[src/rtl/seq_mult_param_if.sv]
// Request/result bundle for the parametrised shift-add multiplier.
// Handshake: a request is taken on a rising clock edge where start=1 and ready=1;
// valid=1 means prodt holds a finished product, and prodt stays stable until the next SIGN cycle.
interface seq_mult_param_if #(
  parameter int WIDTH = 32
);
  logic               start;
  logic               is_signed;
  logic [WIDTH-1:0]   mlier;
  logic [WIDTH-1:0]   mcand;
  logic               ready;
  logic               busy;
  logic               valid;
  logic [2*WIDTH-1:0] prodt;

  modport master (
    output start, is_signed, mlier, mcand,
    input  ready, busy, valid, prodt
  );

  modport slave (
    input  start, is_signed, mlier, mcand,
    output ready, busy, valid, prodt
  );
endinterface

[src/rtl/seq_mult_param.sv]
// Sequential shift-add multiplier: magnitude multiply over WIDTH cycles, then one sign-fix cycle.
// Signed and unsigned operands are selected per operation; the product is held until the next result.
module seq_mult_param #(
  parameter int WIDTH = 32,
  parameter int CNT_W = $clog2(WIDTH + 1)
) (
  input  logic             clock,
  input  logic             reset,
  seq_mult_param_if.slave  bus,
  output logic [1:0]       state_dbg
);

  typedef enum logic [1:0] {
    IDLE = 2'd0,
    CALC = 2'd1,
    SIGN = 2'd2,
    DONE = 2'd3
  } state_t;

  localparam logic [CNT_W-1:0] LAST_CNT = CNT_W'(WIDTH - 1);

  state_t               state;
  logic [2*WIDTH-1:0]   acc;
  logic [2*WIDTH-1:0]   mcand_sft;
  logic [WIDTH-1:0]     mlier_sft;
  logic [CNT_W-1:0]     cnt;
  logic                 neg_flag;
  logic [2*WIDTH-1:0]   prodt;
  logic                 valid;

  // Negating the most-negative value yields 2^(W-1), which still fits as an unsigned magnitude.
  logic [WIDTH-1:0]     mlier_mag;
  logic [WIDTH-1:0]     mcand_mag;

  assign mlier_mag = (bus.is_signed && bus.mlier[WIDTH-1]) ? -bus.mlier : bus.mlier;
  assign mcand_mag = (bus.is_signed && bus.mcand[WIDTH-1]) ? -bus.mcand : bus.mcand;

  always_ff @(posedge clock or negedge reset) begin
    if (!reset) begin
      state     <= IDLE;
      acc       <= '0;
      mcand_sft <= '0;
      mlier_sft <= '0;
      cnt       <= '0;
      neg_flag  <= 1'b0;
      prodt     <= '0;
      valid     <= 1'b0;
    end else begin
      case (state)
        IDLE, DONE: begin
          if (bus.start) begin
            mlier_sft <= mlier_mag;
            mcand_sft <= {{WIDTH{1'b0}}, mcand_mag};
            neg_flag  <= bus.is_signed & (bus.mlier[WIDTH-1] ^ bus.mcand[WIDTH-1]);
            acc       <= '0;
            cnt       <= '0;
            valid     <= 1'b0;
            state     <= CALC;
          end
        end
        CALC: begin
          if (mlier_sft[0]) begin
            acc <= acc + mcand_sft;
          end
          mcand_sft <= mcand_sft << 1;
          mlier_sft <= mlier_sft >> 1;
          cnt       <= cnt + 1'b1;
          if (cnt == LAST_CNT) begin
            state <= SIGN;
          end
        end
        SIGN: begin
          // A zero magnitude is never negated, so no -0 result appears.
          prodt <= (neg_flag && (acc != '0)) ? -acc : acc;
          valid <= 1'b1;
          state <= DONE;
        end
        default: state <= IDLE;
      endcase
    end
  end

  assign bus.prodt = prodt;
  assign bus.valid = valid;
  assign bus.busy  = (state == CALC) || (state == SIGN);
  assign bus.ready = ~bus.busy;
  assign state_dbg = state;

endmodule

[src/flat_wrapper.sv]
// flat-port wrapper written by rule: the top's interface ports become plain ports
module seq_mult_param_flat 
#(
  parameter int WIDTH = 32,
  parameter int CNT_W = $clog2(WIDTH + 1)
)
  (clock, reset, state_dbg, bus_start, bus_is_signed, bus_mlier, bus_mcand, bus_ready, bus_busy, bus_valid, bus_prodt);
  seq_mult_param_if #(.WIDTH(WIDTH)) bus_i ();
  input  logic clock;
  input  logic reset;
  output logic [1:0] state_dbg;
  input wire logic [$bits(bus_i.start)-1:0] bus_start;
  input wire logic [$bits(bus_i.is_signed)-1:0] bus_is_signed;
  input wire logic [$bits(bus_i.mlier)-1:0] bus_mlier;
  input wire logic [$bits(bus_i.mcand)-1:0] bus_mcand;
  output wire logic [$bits(bus_i.ready)-1:0] bus_ready;
  output wire logic [$bits(bus_i.busy)-1:0] bus_busy;
  output wire logic [$bits(bus_i.valid)-1:0] bus_valid;
  output wire logic [$bits(bus_i.prodt)-1:0] bus_prodt;
  assign bus_i.start = bus_start;
  assign bus_i.is_signed = bus_is_signed;
  assign bus_i.mlier = bus_mlier;
  assign bus_i.mcand = bus_mcand;
  assign bus_ready = bus_i.ready;
  assign bus_busy = bus_i.busy;
  assign bus_valid = bus_i.valid;
  assign bus_prodt = bus_i.prodt;
  seq_mult_param #(.WIDTH(WIDTH), .CNT_W(CNT_W)) u_core (.clock(clock), .reset(reset), .bus(bus_i), .state_dbg(state_dbg));
endmodule
[config.mk]
export PLATFORM = sky130hd
export DESIGN_NAME = seq_mult_param_flat
export DESIGN_NICKNAME = d
export VERILOG_FILES = /design/src/rtl/seq_mult_param_if.sv /design/src/rtl/seq_mult_param.sv /design/src/flat_wrapper.sv
export SDC_FILE = /design/constraint.sdc
export NUM_CORES = 1
export LEC_CHECK = 0
export BUFFER_PORTS_ARGS = -buffer_cell sky130_fd_sc_hd__buf_2
export CAP_MARGIN = 30
export CORE_ASPECT_RATIO = 0.7
export CORE_MARGIN = 2
export CORE_UTILIZATION = 55
export DETAILED_ROUTE_END_ITERATION = 10
export PLACE_DENSITY = 0.8
export SETUP_SLACK_MARGIN = 0.5
export SLEW_MARGIN = 20
export SYNTH_ARGS = -nofsm -noshare
export SYNTH_HDL_FRONTEND = slang
export SYNTH_SLANG_ARGS = --single-unit
[constraint.sdc]
create_clock -name clock -period 6 [get_ports clock]
set_input_delay 1.2 -clock clock [delete_from_list [all_inputs] [get_ports clock]]
set_output_delay 1.2 -clock clock [all_outputs]
set_load 0.05 [all_outputs]
==> results by group, run 1 <==
Setup path
  – Crit Reg-Reg Endpoint: u_core.acc[61]$_DFFE_PN0P_
  – Critical Path End Type: flop
  – R2r setup slk: 1.87 ns
  – Max incr delay on CP: 0.84 ns
  – Setup crit start kind: flop
  – Worst setup path end: u_core.acc[61]$_DFFE_PN0P_
  – Required time of the critical path: 6.42 ns
  – Critical Path, Cell by Cell: ha_1, a21o_1, nand4_1, a21oi_1, o21bai_1, a211o_1, a2111oi_0, o31ai_1, o31ai_1, mux2i_1, a32o_1
  – Critical R2R Launch: u_core.mcand_sft[1]$_DFFE_PN0P_
  – Critical path class: flop to flop
  – Cell repeated most along the worst path: o31ai_1
  – Crit path from: u_core.mcand_sft[1]$_DFFE_PN0P_
  – Delay-heaviest family, CP: compound AO/OA/AOI/OAI gates
  – Worst R2R Path Depth: 11
  – WP buf/inv: 0
  – Critical path depth in cells: 11
  – WP data arrival: 4.55 ns
  – Slowest stage cell, crit path: a2111oi_0
  – Crit-path max FO: 4

Detailed routing
  – Total Wirelength: 42.3 mm
  – DR DRC count: 0
  – Post-DRT Antenna Nets: 0
  – Via count: 14100
  – Drt initial violations: 1288
  – Wirelength per Cell: 18.3 um
  – 1st-pass router iterations: 5
  – Vias per cell: 6.11

Final layout
  – Post-route cell area: 17200 um2
  – Layout Nets: 2060
  – Final Non-Filler Cells: 2312
  – Layout cells sized above 1: 0.107
  – Fillers: 2358
  – Synthesis-to-layout area growth: 11.8%

Synth
  – Syn Area/Cell: 8.33 um2
  – Synth cell count leaders: 234 x dfrtp_1, 226 x a21oi_1, 217 x nand2_1
  – Post-synth EDFFs: 0
  – Dominant cells by area after synthesis: dfrtp_1 38%, a21oi_1 7.4%, xor2_1 6.4%, o21ai_0 5.8%, ha_1 5.7%
  – Synth Cell Area: 15400 um2
  – Syn Nets: 1986
  – Area leader, netlist: dfrtp_1
  – Synth Instances: 1847
  – Most frequent cell after synthesis: dfrtp_1
  – Post-synth ARST share: 1.00
  – Yosys top cell area share: 0.381
  – Ys flop type: dfrtp_1
  – Yosys cell types: 68
  – Register bit total from synthesis: 234
  – Synth warn: 0
  – Register area share after synthesis: 0.381

Global routing
  – Vias in the first global route: 12700
  – Grt ovf: 0
  – Initial antenna violation count: 3
  – First-pass GRT wire length: 67.8 mm
  – Largest net degree at the start of global routing: 149
  – Gr usage total: 0.288

Die
  – Initial Util: 0.557
  – I/O pin cnt: 137
  – Die width: 204 um
  – Die Span Y: 144 um
  – Core Region: 27600 um2
  – Die area: 29300 um2
  – Row count: 51

Timing
  – Relative slew slack: 0.354
  – RSZ-0062 raised after global routing: false
  – Final slew viol count: 0
  – Minimum clock period: 4.13 ns
  – Final setup TNS: 0 ns
  – Worst-Margin Slew: 0.944 ns
  – FMAX: 242 MHz
  – Final Cycle Share: 0.688
  – Hold Violations, Final: 0
  – Clock Skew: 0.0171 ns
  – Final Setup Violations: 0

Placed design
  – IO buf count: 136
  – Placed Cells: 2263
  – Dpl cell area: 16300 um2
  – Placer Congestion: 0.982
  – Dpl hpwl: 31.0 mm

Clocking
  – CTS tree: built
  – Clock Tree Buf Depth: 3
  – CTS resizes: 0
  – Clk pin slew, worst setup/hold paths: 0.07 ns
  – CTS root buf: clkbuf_16
  – Postcts setup bufs: 0
  – Number of hold buffers added after cts: 0
  – Clk sink count: 234
  – Htree depth: 1
  – Clk_lat worst skew: 0.54 ns
  – Num CTS Buffers: 24

Job
  – Max_cap viols: 0

Worst hold path
  – Hold Path Class: flop to flop

Power and ir drop
  – Leak: 7.87 nW
  – Worst vdd ir: 0.361 mV
  – Power per cell area: 533 nW/um2

Outcome
  – Status: finished clean
[kinds of logic after synthesis]
group,count (synthesis),share of synthesized area
flip-flops,234,0.381
adder cells (fa/ha/maj),71,0.0583
AO/OA/AOI/OAI,648,0.254
multiplexers,10,0.00659
buffers and inverters,137,0.0347
XOR/XNOR,167,0.0951
AND/OR/NAND/NOR,580,0.171
[worst min path at each step]
stage               slack, ns                          endpoint                              from  cells past startpoint
global route             0.51  u_core.mlier_sft[20]$_DFFE_PN0P_  u_core.mlier_sft[20]$_DFFE_PN0P_                      2
CTS                      0.49   u_core.mlier_sft[5]$_DFFE_PN0P_   u_core.mlier_sft[5]$_DFFE_PN0P_                      2
global placement         0.46  u_core.mlier_sft[21]$_DFFE_PN0P_  u_core.mlier_sft[21]$_DFFE_PN0P_                      2
finish                   0.48  u_core.mlier_sft[18]$_DFFE_PN0P_  u_core.mlier_sft[18]$_DFFE_PN0P_                      2
detailed placement       0.47  u_core.mlier_sft[27]$_DFFE_PN0P_  u_core.mlier_sft[27]$_DFFE_PN0P_                      2
floorplan                0.45  u_core.mlier_sft[10]$_DFFE_PN0P_  u_core.mlier_sft[10]$_DFFE_PN0P_                      2
[sequential cells by signal (all words and copies together) (netlist names)]
signal,count
u_core.acc,64
u_core.state_dbg,2
u_core.bus.prodt,64
u_core.mcand_sft,64
u_core.mlier_sft,32
u_core.neg_flag,1
u_core.cnt,6
u_core.bus.valid,1
[per-layer routing]
metal,share of wire,up-vias,track usage,wire length (um)
met3,0.10,50,0.0739,4360
met4,0.016,0,0.0569,668
li1,-,6811,-,-
met2,0.39,600,0.393,16400
met1,0.49,6662,0.451,20900
met5,0,-,0,0
[per-stage QoR]
| stage | setup slack, ns | hold WS, ns | total power, mW | util |
|---|---|---|---|---|
| after floorplan | 2.07 | 0.450 | 6.20 | - |
| after global placement | 1.75 | 0.464 | 7.33 | 0.589 |
| after detailed placement | 1.72 | 0.474 | 7.52 | 0.591 |
| after CTS | 2.00 | 0.488 | 9.09 | 0.620 |
| after global routing | 1.68 | 0.506 | 9.82 | 0.622 |
| final | 1.87 | 0.482 | 9.16 | 0.622 |
[final cells by class]
class                      instances  area, um2  share of cell area
clock inverter                     6       82.6             0.00480
tap                              371        464              0.0270
clock buffer                      37        721              0.0419
sequential                       234       5860               0.341
antenna                            3       7.51            0.000437
timing repair buffer             151        896              0.0521
multi-input combinational       1476       9040               0.526
inverter                          34        128             0.00742
[cell usage in the layout (no fill, tap or decap), types with 34 or more instances in the layout]
cell,Yosys,layout
a21o_1,54,54
a21oi_1,226,225
a22o_1,35,35
buf_2,3,135
dfrtp_1,234,234
ha_1,70,68
inv_1,34,34
nand2_1,217,217
nor2_1,193,193
o21ai_0,177,177
o31ai_1,34,34
xnor2_1,54,54
xor2_1,113,113
[power breakdown]
group,internal [mW],switching (mW),total [mW]
Clock,0.910,0.645,1.55
Sequential,2.14,0.494,2.64
Combinational,1.50,3.47,4.97
Total,4.55,4.61,9.16
[worst reg2reg max path: cells and delay by family (launching register included)]
| kind | cells | cell delay [ns] |
|---|---|---|
| mux | 1 | 0.16 |
| compound gates | 8 | 2.95 |
| fa+ha+maj | 1 | 0.32 |
| simple gates | 1 | 0.12 |
| flops | 1 | 0.47 |
Power figures use the tool's default switching activity.
==> run 2: changes to the inputs <==
Settings changed: ABC_AREA set to 1, PLACE_DENSITY 0.8 to 0.82.
Clock period 6 ns to 3.4 ns, I/O delays scaled along.
==> run 2 against run 1 <==
  * Global-route usage grew 10 points
  * Synthesized area rose by 24%
  * Worst setup slack lost 1.3 ns
  * Sequential share of layout area shrank 6.4 points
  * Fmax is 46% higher
  * Register-to-register slack worse by 1.3 ns
  * Flip-flop and latch count unchanged
  * Design area rose by 23%
  * Worst hold slack worse by 0.35 ns
  * First-iteration DRC count is 120% higher
  * Critical path depth is the same
  * Critical path type unchanged
==> results by group, run 2 <==
Synth
  – Synth cell count leaders: 1213 x nand2_1, 521 x inv_1, 349 x nor2_1
  – Yosys top cell area share: 0.307 (-0.0743)
  – Area leader, netlist: dfrtp_1
  – Synth Cell Area: 19100 um2 (+24%)
  – Synth warn: 0 (unchanged)
  – Synth Instances: 3226 (+75%)
  – Register bit total from synthesis: 234 (unchanged)
  – Most frequent cell after synthesis: nand2_1
  – Post-synth ARST share: 1.00 (unchanged)
  – Register area share after synthesis: 0.307 (-0.0743)
  – Dominant cells by area after synthesis: dfrtp_1 31%, nand2_1 24%, inv_1 10%, nor2_1 6.9%, nand3_1 6.5%
  – Post-synth EDFFs: 0 (unchanged)
  – Syn Area/Cell: 5.92 um2 (-29%)
  – Ys flop type: dfrtp_1
  – Yosys cell types: 49 (-28%)
  – Syn Nets: 3365 (+69%)

Power and ir drop
  – Leak: 12.0 nW (+53%)
  – Switching share of power: 0.560 (+0.0570)
  – Worst vdd ir: 0.860 mV (+140%)
  – Power share of the clock group: 0.151 (-0.019)
  – Power per cell area: 942 nW/um2 (+77%)
  – Comb power frac: 0.598 (+0.056)
  – Sequential Power Share: 0.251 (-0.037)
  – Pint: 8.77 mW (+93%)
  – Switching Power: 11.2 mW (+140%)

Timing
  – RSZ-0062 raised after global routing: false
  – Relative slew slack: 0.360 (+0.00612)
  – Clock Skew: 0.0183 ns (+0.00119 ns)
  – Final setup TNS: 0 ns (unchanged)
  – Final slew viol count: 0 (unchanged)
  – Hold Violations, Final: 0 (unchanged)
  – Final Setup Violations: 0 (unchanged)
  – Worst-Margin Slew: 0.960 ns (+0.0152 ns)
  – Final Cycle Share: 0.832 (+0.144)
  – FMAX: 353 MHz (+46%)
  – Minimum clock period: 2.83 ns (-1.30 ns)

Final layout
  – Layout Nets: 3474 (+69%)
  – Largest registers: u_core.acc (64), u_core.bus.prodt (64), u_core.mcand_sft (64)
  – Commonest cells after routing, fill and taps aside: 1212 x nand2_1, 520 x inv_1, 349 x nor2_1
  – Synthesis-to-layout area growth: 10.8%
  – Layout cells sized above 1: 0.0712 (-0.0361)
  – Fillers: 3358 (+42%)
  – Antenna Cells: 0 (-3)
  – Reg area: 5860 um2 (unchanged)
  – Commonest non-fill, non-tap cell in the layout: nand2_1
  – Post-route cell area: 21200 um2 (+23%)
  – Multi-input logic area: 10900 um2 (+21%)

Die
  – Core Region: 34400 um2 (+25%)
  – Row count: 57 (+12%)
  – Die Span Y: 160 um (+11%)
  – Die area: 36300 um2 (+24%)
  – Initial Util: 0.555 (-0.00193)
  – Die width: 227 um (+11%)
  – I/O pin cnt: 137 (unchanged)

Detailed routing
  – Post-DRT Antenna Nets: 0 (unchanged)
  – Vias per cell: 5.63 (-7.9%)
  – Via count: 21500 (+53%)
  – Drt initial violations: 2840 (+120%)
  – DR DRC count: 0 (unchanged)
  – Total Wirelength: 71.5 mm (+69%)
  – Wirelength per Cell: 18.7 um (+2.0%)
  – 1st-pass router iterations: 8 (+3)

Global routing
  – Gr usage total: 0.392 (+0.105)
  – Grt ovf: 0 (unchanged)
  – Initial antenna violation count: 0 (-3)
  – Largest net degree at the start of global routing: 95 (-36%)
  – First-pass GRT wire length: 109 mm (+61%)
  – Vias in the first global route: 19100 (+51%)

Clocking
  – Postcts setup bufs: 0 (unchanged)
  – Clk sink count: 234 (unchanged)
  – Clk pin slew, worst setup/hold paths: 0.06 ns (about the same)
  – CTS tree: built
  – Htree depth: 1 (unchanged)
  – Clock Tree Buf Depth: 3 (unchanged)
  – Num CTS Buffers: 26 (+8.3%)
  – CTS root buf: clkbuf_16
  – Clk_lat worst skew: 0.59 ns (+0.05 ns)

Setup path
  – Crit-path max FO: 6 (+2)
  – Critical path class: flop to flop
  – WP data arrival: 3.25 ns (-1.30 ns)
  – Critical Path End Type: flop
  – Max incr delay on CP: 0.58 ns (-0.26 ns)
  – Cell repeated most along the worst path: nand2_1
  – Critical Path, Cell by Cell: ha_1, nand2_1, nand2_1, inv_1, nand2_1, inv_1, nand3_1, nand2_1, nand2_1, o21ai_0, o21ai_0
  – Slowest stage cell, crit path: dfrtp_1
  – Setup crit start kind: flop
  – Required time of the critical path: 3.82 ns (-2.60 ns)

Worst hold path
  – Hold Path Class: primary input to asynchronous set/reset pin

Placed design
  – Dpl hpwl: 56.5 mm (+82%)
  – Dpl cell area: 20200 um2 (+24%)
  – Placer Congestion: 1.05 (+7.1%)
  – IO buf count: 136 (unchanged)

Job
  – Max_cap viols: 0 (unchanged)

Outcome
  – Status: finished clean
[run 2: cell count changes after synthesis, moves of 41 or more]
cell | previous run | this run
a21o_1 | 54 | 1
a21oi_1 | 226 | 122
clkbuf_1 | 96 | 43
inv_1 | 34 | 521
nand2_1 | 217 | 1213
nand3_1 | 25 | 248
nor2_1 | 193 | 349
o22ai_1 | 2 | 43
xnor2_1 | 54 | 5
xor2_1 | 113 | 19
[run 2: worst max-delay path, delay by kind of cell, from the launching register on]
kind | cells | cell delay (ns)
and+or+nand+nor | 6 | 0.91
AOI/OAI and AO/OA | 2 | 0.64
DFF | 1 | 0.58
adders and majority gates | 1 | 0.36
buffers and inverters | 2 | 0.18
[run 2: path summary, 6_finish.rpt]
check | endpoint | from | cells after the start | slack, ns
min in group clock | u_core.mcand_sft[16]$_DFFE_PN0P_ | bus_mcand[16] | 4 | 0.41
worst min-delay path | u_core.cnt[5]$_DFFE_PN0P_ | reset | 1 | 0.13
worst max-delay path | u_core.acc[20]$_DFFE_PN0P_ | u_core.acc[11]$_DFFE_PN0P_ | 11 | 0.57
worst min register to register | u_core.bus.prodt[51]$_DFFE_PN0P_ | u_core.bus.prodt[51]$_DFFE_PN0P_ | 2 | 0.47
worst max register to register | u_core.acc[20]$_DFFE_PN0P_ | u_core.acc[11]$_DFFE_PN0P_ | 11 | 0.57
max in group asynchronous | u_core.mlier_sft[22]$_DFFE_PN0P_ | reset | 2 | 2.33
[run 2: logic make-up (layout without fill, tap and decap cells)]
family | Yosys count | after routing | share of synthesized area
compound gates | 383 | 383 | 0.109
xor+xnor | 24 | 24 | 0.0110
fa+ha+maj | 71 | 71 | 0.0469
buf+inv | 607 | 736 | 0.123
flops | 234 | 234 | 0.307
simple gates | 1907 | 1907 | 0.403
[run 2: power groups by stage]
| stage | clock (mW) | sequential (mW) | combinational [mW] |
|---|---|---|---|
| finish | 3.01 | 5.01 | 11.9 |
| detailed placement | 0 | 4.95 | 11.6 |
| floorplan | 0 | 5.53 | 7.39 |
| CTS | 3.03 | 4.91 | 11.6 |
| global route | 3.14 | 5.07 | 13.1 |
| global placement | 0 | 4.90 | 11.3 |
[run 2: through the flow]
stage	setup WS [ns]	hold WS (ns)	total power, mW	utilization	std cells
6_report	0.570	0.134	19.9	0.614	3827
5_1_grt	0.515	0.169	21.4	0.614	3827
4_1_cts	0.647	0.154	19.6	0.613	3826
3_5_place_dp	0.660	0.460	16.5	0.587	3778
3_3_place_gp	0.269	0.450	16.2	0.587	3777
2_1_floorplan	0.560	0.384	12.9	-	3226
[run 2: repair_timing]
action	4_1_cts	5_1_grt
setup endpoints to repair	0	32
hold buffers	0	0
resized for setup	0	7
[run 2: routing by layer]
metal,share of wire,vias up,GRT usage
met5,0,-,0
met2,0.37,1234,0.511
met3,0.16,75,0.132
met4,0.015,0,0.0538
li1,-,10300,-
met1,0.46,9912,0.626
[run 2: final cells by class]
cell class | instances | area share
Clock buffer | 37 | 0.0355
Tap cell | 472 | 0.0279
Clock inverter | 11 | 0.00621
Inverter | 531 | 0.0945
Multi-Input combinational cell | 2385 | 0.516
Sequential cell | 234 | 0.277
Timing Repair Buffer | 157 | 0.0428
